==> config.mk <==
export PLATFORM = sky130hd
export DESIGN_NAME = onehot_rr_arbiter
export DESIGN_NICKNAME = d
export VERILOG_FILES = /design/src/rtl/onehot_pkg.sv /design/src/rtl/onehot_rr_arbiter_rr_pick.sv /design/src/rtl/onehot_rr_arbiter.sv
export SDC_FILE = /design/constraint.sdc
export NUM_CORES = 1
export LEC_CHECK = 0
export BUFFER_PORTS_ARGS = -buffer_cell sky130_fd_sc_hd__buf_2
export CAP_MARGIN = 20
export CORE_ASPECT_RATIO = 0.5
export CORE_MARGIN = 8
export CORE_UTILIZATION = 35
export DETAILED_ROUTE_END_ITERATION = 8
export GPL_TIMING_DRIVEN = 1
export PLACE_DENSITY_LB_ADDON = 0.3
export SYNTH_ARGS = -nofsm -noshare
export SYNTH_HDL_FRONTEND = slang
export SYNTH_SLANG_ARGS = --single-unit
==> constraint.sdc <==
create_clock -name clk -period 4.75 [get_ports clk]
set_input_delay 0.475 -clock clk [delete_from_list [all_inputs] [get_ports clk]]
set_output_delay 0.475 -clock clk [all_outputs]
set_load 0.1 [all_outputs]
==> src/rtl/onehot_pkg.sv <==
// Shared definitions for the one-hot round-robin arbiter: default requester
// count, pointer width and the two-state FSM encoding.
package onehot_pkg;

  localparam int ARB_N_DEF = 8;
  localparam int ARB_PTR_W = $clog2(ARB_N_DEF);

  typedef enum logic {
    IDLE  = 1'b0,
    OFFER = 1'b1
  } arb_state_e;

  // Pointer width for an N-requester arbiter (N is always at least 2).
  function automatic int arb_ptr_w(input int n);
    return (n > 1) ? $clog2(n) : 1;
  endfunction

endpackage

==> src/rtl/onehot_rr_arbiter_rr_pick.sv <==
// Combinational round-robin search: first set req bit at or above ptr,
// wrapping from N-1 to 0. Returns a one-hot winner and a found flag.
module rr_pick
  import onehot_pkg::*;
#(
  parameter int N  = ARB_N_DEF,
  parameter int PW = arb_ptr_w(N)
) (
  input  logic [N-1:0]  req,
  input  logic [PW-1:0] ptr,
  output logic [N-1:0]  winner,
  output logic          found
);

  logic [PW-1:0] w_idx;

  always_comb begin
    winner = '0;
    found  = 1'b0;
    w_idx  = '0;
    for (int k = 0; k < N; k++) begin
      w_idx = PW'((32'(ptr) + 32'(k)) % 32'(N));
      if (!found && req[w_idx]) begin
        winner[w_idx] = 1'b1;
        found         = 1'b1;
      end
    end
  end

endmodule

==> src/rtl/onehot_rr_arbiter.sv <==
// One-hot round-robin arbiter with a valid/ready grant handshake.
// Optional macro ARB_LOCK_EN adds a lock input that lets the winner keep the grant.
//
// state | meaning
// IDLE  | no grant offered, waiting for any request
// OFFER | grant/grant_valid held stable until grant_ready
module onehot_rr_arbiter
  import onehot_pkg::*;
#(
  parameter int N = ARB_N_DEF
) (
  input  logic         clk,
  input  logic         rst_n,
  input  logic [N-1:0] req,
`ifdef ARB_LOCK_EN
  input  logic         lock,
`endif
  input  logic         grant_ready,
  output logic [N-1:0] grant,
  output logic         grant_valid
);

  localparam int PW = arb_ptr_w(N);

  arb_state_e    r_state;
  logic [N-1:0]  r_grant;
  logic          r_grant_valid;
  logic [PW-1:0] r_ptr;

  logic          w_handshake;
  logic          w_hold;
  logic [PW-1:0] w_win_idx;
  logic [PW-1:0] w_ptr_adv;
  logic [PW-1:0] w_ptr_nxt;
  logic [N-1:0]  w_winner;
  logic          w_found;

  assign w_handshake = r_grant_valid & grant_ready;

`ifdef ARB_LOCK_EN
  // Lock only matters while the current winner is still requesting.
  assign w_hold = lock & (|(req & r_grant));
`else
  assign w_hold = 1'b0;
`endif

  always_comb begin
    w_win_idx = '0;
    for (int i = 0; i < N; i++) begin
      if (r_grant[i]) w_win_idx = PW'(i);
    end
  end

  assign w_ptr_adv = (w_win_idx == PW'(N - 1)) ? '0 : (w_win_idx + PW'(1));

  // Search from the post-handshake pointer so back-to-back grants rotate.
  assign w_ptr_nxt = (w_handshake && !w_hold) ? w_ptr_adv : r_ptr;

  rr_pick #(
    .N  (N),
    .PW (PW)
  ) u_pick (
    .req    (req),
    .ptr    (w_ptr_nxt),
    .winner (w_winner),
    .found  (w_found)
  );

  always_ff @(posedge clk or negedge rst_n) begin
    if (!rst_n) begin
      r_state       <= IDLE;
      r_grant       <= '0;
      r_grant_valid <= 1'b0;
      r_ptr         <= '0;
    end else begin
      case (r_state)
        IDLE: begin
          if (w_found) begin
            r_state       <= OFFER;
            r_grant       <= w_winner;
            r_grant_valid <= 1'b1;
          end
        end
        OFFER: begin
          if (w_handshake && !w_hold) begin
            r_ptr <= w_ptr_adv;
            if (w_found) begin
              r_grant <= w_winner;
            end else begin
              r_state       <= IDLE;
              r_grant       <= '0;
              r_grant_valid <= 1'b0;
            end
          end
        end
        default: begin
          r_state       <= IDLE;
          r_grant       <= '0;
          r_grant_valid <= 1'b0;
          r_ptr         <= '0;
        end
      endcase
    end
  end

  assign grant       = r_grant;
  assign grant_valid = r_grant_valid;

endmodule

==> Yosys cells after proc, flatten, opt, wreduce, memory -nomap -nowiden <==
Index checks and enable logic that the tools add are counted.
{ "totals": {"regBits": 13, "out_inout_bits": 9} }
{ "classes": {"bitwise_logic": 9, "reduce_logical": 24, "n_eq_ne": 4, "n_mux": 68, "order_cmp": 16, "addsub": 8} }
{ "op_table": {"columns": ["cell", "n"], "rows": [
  ["8-bit 2-to-1 mux", 11],
  ["8-bit bitwise OR", 7],
  ["3-bit by 4-bit < comparator with 1-bit output, second input constant", 8],
  ["1-bit 2-to-1 mux", 30],
  ["1-bit binary-select mux with 3-bit select", 8],
  ["1-bit demux with 3-bit select", 8],
  ["3-bit by 1-bit >= comparator with 1-bit output, second input constant", 8],
  ["3-bit 2-to-1 mux", 6],
  ["8-bit one-hot mux with 2 select lines", 1],
  ["1-bit logical AND", 15],
  ["3-bit adder, second input constant", 4],
  ["1-bit zero test", 7],
  ["3-bit by 1-bit adder with 3-bit output, second input constant", 2],
  ["3-bit by 2-bit adder with 3-bit output, second input constant", 2],
  ["2-bit 2-to-1 mux", 2],
  ["2-bit by 1-bit != test with 1-bit output, second input constant", 2],
  ["1-bit one-hot mux with 2 select lines", 2],
  ["3-bit == test, second input constant", 1],
  ["3-bit AND reduction", 1],
  ["2-bit != test, second input constant", 1],
  ["2-bit AND reduction", 1],
  ["1-bit bitwise AND", 1],
  ["1-bit NOT", 1]
]} }

==> Logic depth before layout (Yosys ltp) <==
Gate-level depths: netlist of the first run.
{ "depth": {"word_depth": 37, "ltp_mapped": 17} }

==> Hierarchy <==
Synthesis of the first run repeated with hierarchy kept, for this count alone.
{ "hier_totals": {"hier_cells": 165, "hier_area_um2": 1534.0} }
{ "modules_own_cells": {"columns": ["mod", "area_per_inst_um2", "cells_per_inst", "seq_area_each_um2", "instances"], "rows": [
  ["rr_pick", 918.4, 116, 0.0, 1],
  ["onehot_rr_arbiter", 615.6, 49, 325.3, 1]
]} }

==> Worst setup path before layout of the first run <==
Ideal clock, no wire load.
{ "synth_timing": {"kind": "reg2reg", "from": "register r_grant[3] (netlist: grant[3])", "to": "register r_grant[2] (netlist: grant[2])", "setup_time_ns": 0.083, "slack_ns": -0.005, "n_path_buf": 3, "required_ns": 4.667, "path_stages_with_launch": 18, "arrival_time_ns": 4.672, "path_cell_list": "dfrtp_1 > nor2_1 > a221oi_1 > o21a_1 > buf_2 > inv_1 > clkbuf_1 > buf_1 > ha_1 > xnor2_1 > mux2i_1 > mux2i_1 > nand4b_2 > nor3_2 > nand3_1 > o21a_1 > o31a_1 > o21ai_0"} }
{ "synth_between": {"elab_chain_cells": 35} }
{ "synth_rtl": {"columns": ["item", "line_no", "source"], "rows": [
  ["from (decl)", "onehot_rr_arbiter.sv:26", "logic [N-1:0] r_grant;"],
  ["from (signal assigned)", "onehot_rr_arbiter.sv:80", "r_grant <= w_winner;"],
  ["from (signal assigned)", "onehot_rr_arbiter.sv:88", "r_grant <= w_winner;"],
  ["2-bit 2-to-1 mux *", "onehot_rr_arbiter.sv:50", "if (r_grant[i]) w_win_idx = PW'(i);"],
  ["3-bit 2-to-1 mux * (4 in series)", "onehot_rr_arbiter.sv:50", null],
  ["3-bit by 1-bit adder with 3-bit output / 3-bit == test (equally long branches)", "onehot_rr_arbiter.sv:54", "assign w_ptr_adv = (w_win_idx == PW'(N - 1)) ? '0 : (w_win_idx + PW'(1));"],
  ["3-bit 2-to-1 mux *", "onehot_rr_arbiter.sv:54", null],
  ["3-bit 2-to-1 mux *", null, null],
  ["net u_pick.ptr[0]", "onehot_rr_arbiter_rr_pick.sv:10", "input logic [PW-1:0] ptr,"],
  ["branches (longest 27 deep; another with 3-bit by 4-bit < comparator with 1-bit output)", null, null]
]} }
Mark *: on every way through the listed nets, which the timed path passes. The select of a mux whose other input is x is not followed.
A chain may end at the register's enable or synchronous reset.

==> Worst setup path in the final report of the first run <==
{ "layout_timing": {"from": "register r_grant[2] (netlist: grant[2])", "to": "register r_grant[3] (netlist: grant[3])"} }
{ "layout_between": {"elab_chain_cells": 36} }
{ "layout_rtl": {"columns": ["item", "line_no"], "rows": [
  ["2-bit 2-to-1 mux * (2 in series)", "onehot_rr_arbiter.sv:50"],
  ["3-bit 2-to-1 mux * (4 in series)", "onehot_rr_arbiter.sv:50"],
  ["3-bit by 1-bit adder with 3-bit output / 3-bit == test (equally long branches)", "onehot_rr_arbiter.sv:54"],
  ["3-bit 2-to-1 mux *", "onehot_rr_arbiter.sv:54"],
  ["3-bit 2-to-1 mux *", null],
  ["branches (longest 27 deep; another with 3-bit by 4-bit < comparator with 1-bit output)", null]
]} }
Every way passes the cells marked *. The select of a mux whose other input is x is not followed.

==> flow_metrics.py, run 1 <==
metrics = {
    "critical_path": {
        "cp_max_fo": 9,
        "cpPeakStageDelay_ps": 520,
        "cp_top_family": "compound AO/OA/AOI/OAI gates",
        "endpoint_kind": "flop",
        "cp_num_buf_inv": 1,
        "path_class": "flop to flop",
        "worstPathRequired_ps": 4900,
        "cp_common_cell": "mux2i_1",
        "cp_slowest_cell": "xnor2_1",
        "critPathLaunchType": "flop",
        "crit_chain": "nand2b_1 -> a221oi_1 -> o21a_1 -> inv_1 -> ha_1 -> xnor2_1 -> mux2i_1 -> mux2i_1 -> nand4b_2 -> nor3_2 -> a41oi_1 -> a21o_1 -> a211o_1 -> o211ai_1",
        "crit_arrival_ps": 4400,
    },
    "sta": {
        "fmax_ghz": 0.235,
        "rsz0062_at_grt": "no",
        "min_period_ps": 4250,
        "final_max_slew_viol_count": 0,
        "relSlewSlack": 0.527,
        "worst_pin_slew_ps": 702,
        "finalSetupViolCount": 0,
        "hold_viol": 0,
        "holdWs_ps": 117,
        "setup_tns_ps": 0,
        "finClkSkew_ps": 4.06,
        "fin_crit_sh": 0.895,
    },
    "global_routing": {
        "grt_max_degree": 21,
        "grt_util_met1": 0.187,
        "grtUsageMet3": 0.0237,
        "antenna_found_initial": 0,
        "first_global_vias": 1640,
        "grt_usage": 0.137,
        "grt_overflow": 0,
        "grt_pass1_wl_um": 8360,
        "use_met2": 0.214,
        "grt-busiest-layer": "met2",
    },
    "synthesis": {
        "yosysWarningCount": 0,
        "synth.area.top_cells": "dfrtp_1 18%, mux2i_1 11%, nand2_1 5.5%",
        "syn_area_um2": 1770,
        "yosysSeqAreaShare": 0.184,
        "synth_fp_nets": 217,
        "ys_types": 65,
        "synth_top_flop_cell": "dfrtp_1",
        "syn_avg_cell_area_um2": 8.84,
        "synth_cells": 200,
        "synth-edff-count": 0,
        "async_flop_share": 1.00,
        "ys_seq_elements": 13,
        "synth_top_area_share": 0.184,
        "synth_top_area_cell": "dfrtp_1",
    },
    "cts": {
        "h-tree-depth": 1,
        "cts.sinks": 13,
        "cts_tree": "done",
        "path_clk_slew_ps": 60,
        "cts_made_buffers": 3,
        "cts_setup_buffers": 0,
        "root_buffer": "clkbuf_8",
        "clk_latency_ps": 240,
        "ctsHoldBuffers": 0,
        "cts_resized": 0,
        "cts_buffer_depth": 2,
    },
    "outcome": {
        "status": "complete, no violations",
    },
    "finish": {
        "final_area_um2": 1990,
        "utilization": 0.407,
        "drive_gt1_frac": 0.261,
        "n_antenna_cell": 0,
        "areaGrowthSynthToFinish_pct": 12.5,
        "fin_nets": 236,
        "nFillCells": 510,
        "seqCellArea_um2": 328,
        "multi_input_area_um2": 1370,
    },
    "drt": {
        "ant_nets": 0,
        "routedWlPerCell_um": 17.8,
        "drc": 0,
        "drt-vias-per-instance": 5.85,
        "dr_total_vias": 1684,
        "first_pass_iters": 4,
        "wl_um": 5120,
        "drt_iter0_drc": 227,
    },
    "hold_path": {
        "hp-class": "input pin to asynchronous set/reset pin",
    },
    "placed_design": {
        "routabilityCongestion": 0.890,
        "port_buffers": 19,
        "dpl.hpwl_um": 4000,
        "place_area_um2": 1940,
    },
    "floorplan": {
        "num_io_pins": 20,
        "chipWidth_um": 117,
        "dieArea_um2": 7720,
        "coreArea_um2": 4890,
        "start_util": 0.362,
        "dieHeight_um": 66.3,
        "rows": 18,
    },
    "flow_run": {
        "drv_cap": 0,
    },
}
==> cell type report <==
class                      count  area share
tap                           70      0.0440
multi-input combinational    170       0.691
clock buffer                   4      0.0226
inverter                       8      0.0151
sequential                    13       0.165
timing repair buffer          23      0.0629
==> synth_stat cells, types with 3 or more instances <==
library cell  number
nand2_1           26
mux2i_1           19
dfrtp_1           13
nor2_1            12
nand3_1            9
mux2_2             8
a21oi_1            7
inv_1              7
ha_1               6
o21ai_0            6
buf_2              4
nor3_1             4
a221oi_1           3
a22oi_1            3
a41oi_1            3
clkbuf_1           3
mux4_2             3
nand2b_1           3
o21a_1             3
==> logic make-up (layout without fill, tap and decap cells) <==
| family | count (synthesis) | count (layout) | share of synthesized area |
|---|---|---|---|
| AOI/OAI and AO/OA | 58 | 58 | 0.268 |
| xor gates and xnor gates | 3 | 3 | 0.0255 |
| adders and majority gates | 6 | 6 | 0.0425 |
| buffers and inverters | 17 | 35 | 0.0389 |
| DFF | 13 | 13 | 0.184 |
| muxes | 32 | 32 | 0.220 |
| and+or+nand+nor | 71 | 71 | 0.222 |
==> layout by cell type, fill, tap and decap left out, types with 2 or more instances in the layout <==
cell,synthesis,routed
clkbuf_8,0,3
ha_1,6,6
mux4_2,3,3
nor2_1,12,12
o31ai_1,2,2
mux2_2,8,8
a221oi_1,3,3
xnor2_1,2,2
a31oi_1,2,2
nor3_1,4,4
nor4_1,2,2
o21ai_0,6,6
a32o_1,2,2
dfrtp_2,0,2
a31o_2,2,2
dfrtp_1,13,11
nand2_1,26,26
o31a_1,2,2
mux2i_1,19,19
and3_1,2,2
inv_1,7,7
buf_4,0,4
buf_2,4,19
nand2b_1,3,3
nand3_1,9,9
o21a_1,3,3
a22o_1,2,2
a22oi_1,3,3
o211ai_1,2,2
a41oi_1,3,3
and2_1,2,2
a21oi_1,7,7
==> routing by layer <==
metal,wire (um),vias up
met5,0,-
met4,35,0
met3,388,2
met2,2230,64
met1,2470,800
li1,-,818
==> flip-flops by register name (all words and copies together) (netlist names) <==
register	cells
r_state	1
grant	8
grant_valid	1
r_ptr	3
==> final timing paths <==
check,start,to,slack [ps],cells after the start
max in group asynchronous,rst_n,grant[3]$_DFFE_PN0P_,4370,1
worst max-delay path,grant[2]$_DFFE_PN0P_,grant[3]$_DFFE_PN0P_,500,14
worst min register to register,r_ptr[2]$_DFFE_PN0P_,r_ptr[2]$_DFFE_PN0P_,480,2
min in group clk,grant_ready,grant_valid$_DFFE_PN0P_,450,2
worst max register to register,grant[2]$_DFFE_PN0P_,grant[3]$_DFFE_PN0P_,500,14
worst min-delay path,rst_n,r_ptr[0]$_DFFE_PN0P_,120,1
==> worst register-to-register path, delay by kind of cell (launching register included) <==
kind                       cells  cell delay [ps]
AOI/OAI and AO/OA              6             1420
and+or+nand+nor                3              970
xor gates and xnor gates       1              520
muxes                          2              490
DFF                            1              420
adders and majority gates      1              290
buffers and inverters          1               70
==> per-stage QoR <==
step | std cells | setup slack, ps
floorplan | 200 | 24.3
global placement | 284 | 623
detailed placement | 284 | 543
CTS | 288 | 527
global route | 288 | 277
finish | 288 | 498
Power of run 1 is not shown: default switching activity piles up to over one toggle a cycle in this logic, so the estimate is an artifact.
==> run 2, diff against run 1 <==
CTS_CLUSTER_DIAMETER = 100   (was default)
REMOVE_ABC_BUFFERS = 1   (was default)
==> flow_metrics.py, run 2 (synthesis results as in run 1) <==
metrics = {
    "cts": {
        "cts_buffer_depth": 2,
        "cts_tree": "done",
        "root_buffer": "clkbuf_8",
        "cts_setup_buffers": 0,
        "cts_made_buffers": 3,
        "ctsHoldBuffers": 0,
        "clk_latency_ps": 240,
        "cts_resized": 0,
        "cts.sinks": 13,
        "path_clk_slew_ps": 50,
        "h-tree-depth": 1,
    },
    "critical_path": {
        "path_class": "flop to flop",
        "endpoint_kind": "flop",
        "r2r_setup_slack_ps": 590,
        "worstPathRequired_ps": 4900,
        "cp_max_fo": 9,
        "critPathLaunchType": "flop",
        "r2r-start": "grant[2]$_DFFE_PN0P_",
        "crit_arrival_ps": 4310,
        "r2r_cells": 14,
        "r2r-end": "grant[3]$_DFFE_PN0P_",
    },
    "drt": {
        "wl_um": 4960,
        "drt_iter0_drc": 172,
        "drc": 0,
        "drt-vias-per-instance": 5.78,
        "dr_total_vias": 1669,
        "first_pass_iters": 5,
        "ant_nets": 0,
        "routedWlPerCell_um": 17.2,
    },
    "finish": {
        "fin_cells": 289,
        "fin_nets": 237,
        "final_cell_mix": "26 x nand2_1, 19 x mux2i_1, 19 x buf_2",
        "largest_register_ffs": 8,
        "areaGrowthSynthToFinish_pct": 12.8,
        "n_antenna_cell": 0,
        "final_common_cell": "nand2_1",
        "drive_gt1_frac": 0.256,
    },
    "floorplan": {
        "dieArea_um2": 7720,
        "start_util": 0.362,
        "chipWidth_um": 117,
        "dieHeight_um": 66.3,
        "rows": 18,
        "coreArea_um2": 4890,
        "num_io_pins": 20,
    },
    "sta": {
        "final_max_slew_viol_count": 0,
        "worst_pin_slew_ps": 666,
        "holdWs_ps": 119,
        "finClkSkew_ps": 0.940,
        "rsz0062_at_grt": "no",
        "finalSetupViolCount": 0,
        "min_period_ps": 4160,
        "setup_tns_ps": 0,
        "hold_viol": 0,
        "relSlewSlack": 0.550,
        "fmax_ghz": 0.240,
        "fin_crit_sh": 0.876,
    },
    "placed_design": {
        "routabilityCongestion": 0.901,
        "dpl.hpwl_um": 3840,
        "post-place-cells": 285,
        "port_buffers": 19,
    },
    "flow_run": {
        "drv_cap": 0,
    },
    "global_routing": {
        "grt_usage": 0.133,
        "grt_pass1_wl_um": 8240,
        "first_global_vias": 1574,
        "antenna_found_initial": 0,
        "grt_overflow": 0,
        "grt_max_degree": 21,
    },
    "hold_path": {
        "hp-class": "input pin to asynchronous set/reset pin",
    },
    "outcome": {
        "status": "complete, no violations",
    },
}
[run 2: area by class of cell]
| class | count | area [um2] |
|---|---|---|
| fill | 527 | 2890 |
| multi-input combinational | 170 | 1370 |
| sequential | 13 | 325 |
| timing repair buffer | 24 | 133 |
| tap | 70 | 87.6 |
| clock buffer | 4 | 45.0 |
| inverter | 8 | 30.0 |
[run 2: how the worst max path moves through the flow]
| stage | start | endpoint | slack (ps) | cells after the start |
|---|---|---|---|---|
| 2_1_floorplan | grant[3]$_DFFE_PN0P_ | grant[3]$_DFFE_PN0P_ | -140 | 14 |
| 3_3_place_gp | grant_ready | grant[3]$_DFFE_PN0P_ | 630 | 14 |
| 3_5_place_dp | grant_ready | grant[3]$_DFFE_PN0P_ | 560 | 14 |
| 4_1_cts | grant[2]$_DFFE_PN0P_ | grant[3]$_DFFE_PN0P_ | 630 | 14 |
| 5_1_grt | grant[2]$_DFFE_PN0P_ | grant[3]$_DFFE_PN0P_ | 300 | 14 |
| 6_report | grant[2]$_DFFE_PN0P_ | grant[3]$_DFFE_PN0P_ | 590 | 14 |
[run 2: per-stage QoR]
step | cell area (um2) | setup WS [ps] | util
2_1_floorplan | 1730 | -140 | -
3_3_place_gp | 1950 | 632 | 0.399
3_5_place_dp | 1950 | 565 | 0.399
4_1_cts | 1990 | 633 | 0.408
5_1_grt | 1990 | 298 | 0.408
6_report | 1990 | 590 | 0.408
[run 2: metal layers]
| metal | track usage | vias up | wire length, um |
|---|---|---|---|
| li1 | - | 821 | - |
| met1 | 0.185 | 796 | 2390 |
| met2 | 0.203 | 48 | 2230 |
| met3 | 0.0182 | 4 | 284 |
| met4 | 0.0496 | 0 | 54 |
| met5 | 0 | - | 0 |
[run 2: worst max-delay path, cell delays in order, from the launching register on]
cell and delay [ps]:
dfrtp_1 420, nand2b_1 160, a221oi_1 340, o21a_1 260
inv_1 80, ha_1 290, xnor2_1 480, mux2i_1 160
mux2i_1 290, nand4b_2 360, nor3_2 410, a41oi_1 200
a21o_1 230, a211o_1 280, o211ai_1 100
Power of run 2 is left out for the same reason.
==> run 3, diff against run 2 <==
CORE_ASPECT_RATIO = 0.6   (was 0.5)
clock period = 4.21 ns   (was 4.75 ns; I/O delays follow)
==> flow_metrics.py, run 3 (synthesis results as in run 1) <==
metrics = {
    "finish": {
        "largest_register_ffs": 8,
        "nFillCells": 500,
        "drive_gt1_frac": 0.272,
        "final_cell_mix": "26 x nand2_1, 19 x mux2i_1, 19 x buf_2",
        "fin_cells": 290,
        "final_common_cell": "nand2_1",
        "seqCellArea_um2": 325,
        "areaGrowthSynthToFinish_pct": 14.6,
        "multi_input_area_um2": 1370,
        "n_antenna_cell": 0,
        "fin_nets": 242,
    },
    "drt": {
        "dr_total_vias": 1755,
        "routedWlPerCell_um": 17.8,
        "ant_nets": 0,
        "wl_um": 5150,
        "drc": 0,
        "drt_iter0_drc": 177,
        "drt-vias-per-instance": 6.05,
        "first_pass_iters": 4,
    },
    "global_routing": {
        "grt_pass1_wl_um": 8630,
        "first_global_vias": 1608,
        "grt_max_degree": 21,
        "grt_usage": 0.140,
        "grt_overflow": 0,
        "antenna_found_initial": 0,
    },
    "cts": {
        "clk_latency_ps": 250,
        "ctsHoldBuffers": 0,
        "h-tree-depth": 1,
        "cts_buffer_depth": 2,
        "root_buffer": "clkbuf_8",
        "cts_tree": "done",
        "cts_resized": 0,
        "cts_setup_buffers": 0,
        "path_clk_slew_ps": 60,
        "cts.sinks": 13,
        "cts_made_buffers": 3,
    },
    "floorplan": {
        "num_io_pins": 20,
        "dieArea_um2": 7660,
        "rows": 20,
        "start_util": 0.357,
        "coreArea_um2": 4950,
        "chipWidth_um": 108,
        "dieHeight_um": 71.1,
    },
    "critical_path": {
        "cp_max_fo": 5,
        "cp_slowest_cell": "xnor2_1",
        "cp_common_cell": "mux2i_1",
        "worstPathRequired_ps": 4340,
        "cp_num_buf_inv": 2,
        "path_class": "flop to flop",
        "crit_arrival_ps": 4060,
        "critPathLaunchType": "flop",
        "cp_top_family": "compound AO/OA/AOI/OAI gates",
        "cpPeakStageDelay_ps": 510,
        "crit_chain": "nand2b_1 -> a221oi_1 -> o21a_1 -> inv_1 -> ha_1 -> xnor2_1 -> mux2i_1 -> mux2i_1 -> buf_4 -> and3_1 -> mux2_2 -> a211oi_2 -> a22oi_1 -> a31o_1 -> a22o_1",
        "endpoint_kind": "flop",
    },
    "outcome": {
        "status": "complete, no violations",
    },
    "sta": {
        "rsz0062_at_grt": "no",
        "hold_viol": 0,
        "finClkSkew_ps": 9.03,
        "finalSetupViolCount": 0,
        "min_period_ps": 3920,
        "worst_pin_slew_ps": 719,
        "fin_crit_sh": 0.932,
        "holdWs_ps": 46.2,
        "fmax_ghz": 0.255,
        "relSlewSlack": 0.517,
        "final_max_slew_viol_count": 0,
    },
    "flow_run": {
        "drv_cap": 0,
    },
    "placed_design": {
        "dpl.hpwl_um": 4150,
        "post-place-cells": 286,
        "routabilityCongestion": 0.868,
        "port_buffers": 19,
    },
    "hold_path": {
        "hp-class": "input pin to asynchronous set/reset pin",
    },
}
## run 3: cell count changes in the layout (fill, tap and decap cells not counted)
cell   before  now
buf_4       5   10
## run 3: through the flow
step	TNS [ps]	setup slack, ps	util	area, um2
3_3_place_gp	0	308	0.400	1980
5_1_grt	0	10.7	0.409	2030
3_5_place_dp	0	274	0.400	1980
2_1_floorplan	-5180	-680	-	1730
4_1_cts	0	345	0.409	2030
6_report	0	288	0.409	2030
## run 3: cell type report
class,count,share of cell area
Multi-Input combinational cell,170,0.678
Timing Repair Buffer,29,0.0840
Sequential cell,13,0.160
Clock buffer,4,0.0222
Tap cell,66,0.0407
Inverter,8,0.0148
## run 3: worst register-to-register path: cells and delay by family (launching register included)
| kind | cells | cell delay (ps) |
|---|---|---|
| fa+ha+maj | 1 | 280 |
| simple gates | 2 | 330 |
| xor+xnor | 1 | 510 |
| buf+inv | 2 | 230 |
| flops | 1 | 400 |
| compound gates | 6 | 1390 |
| mux | 3 | 670 |
## run 3: path summary, 6_finish.rpt
kind	start	end	slack, ps	cells past startpoint
min	rst_n	r_ptr[1]$_DFFE_PN0P_	50	1
max reg2reg	grant[2]$_DFFE_PN0P_	grant[5]$_DFFE_PN0P_	290	15
min in group clk	grant_ready	grant_valid$_DFFE_PN0P_	390	2
max	grant[2]$_DFFE_PN0P_	grant[5]$_DFFE_PN0P_	290	15
min reg2reg	r_ptr[0]$_DFFE_PN0P_	r_ptr[0]$_DFFE_PN0P_	480	2
max in group asynchronous	rst_n	grant[1]$_DFFE_PN0P_	3930	1
## run 3: layer usage
layer,wire length (um),GRT usage,share of wire
met4,19,0.0199,0.0037
met2,2040,0.186,0.40
met5,0,0,0
met3,490,0.0335,0.095
met1,2600,0.217,0.50
Power of run 3 is left out for the same reason.
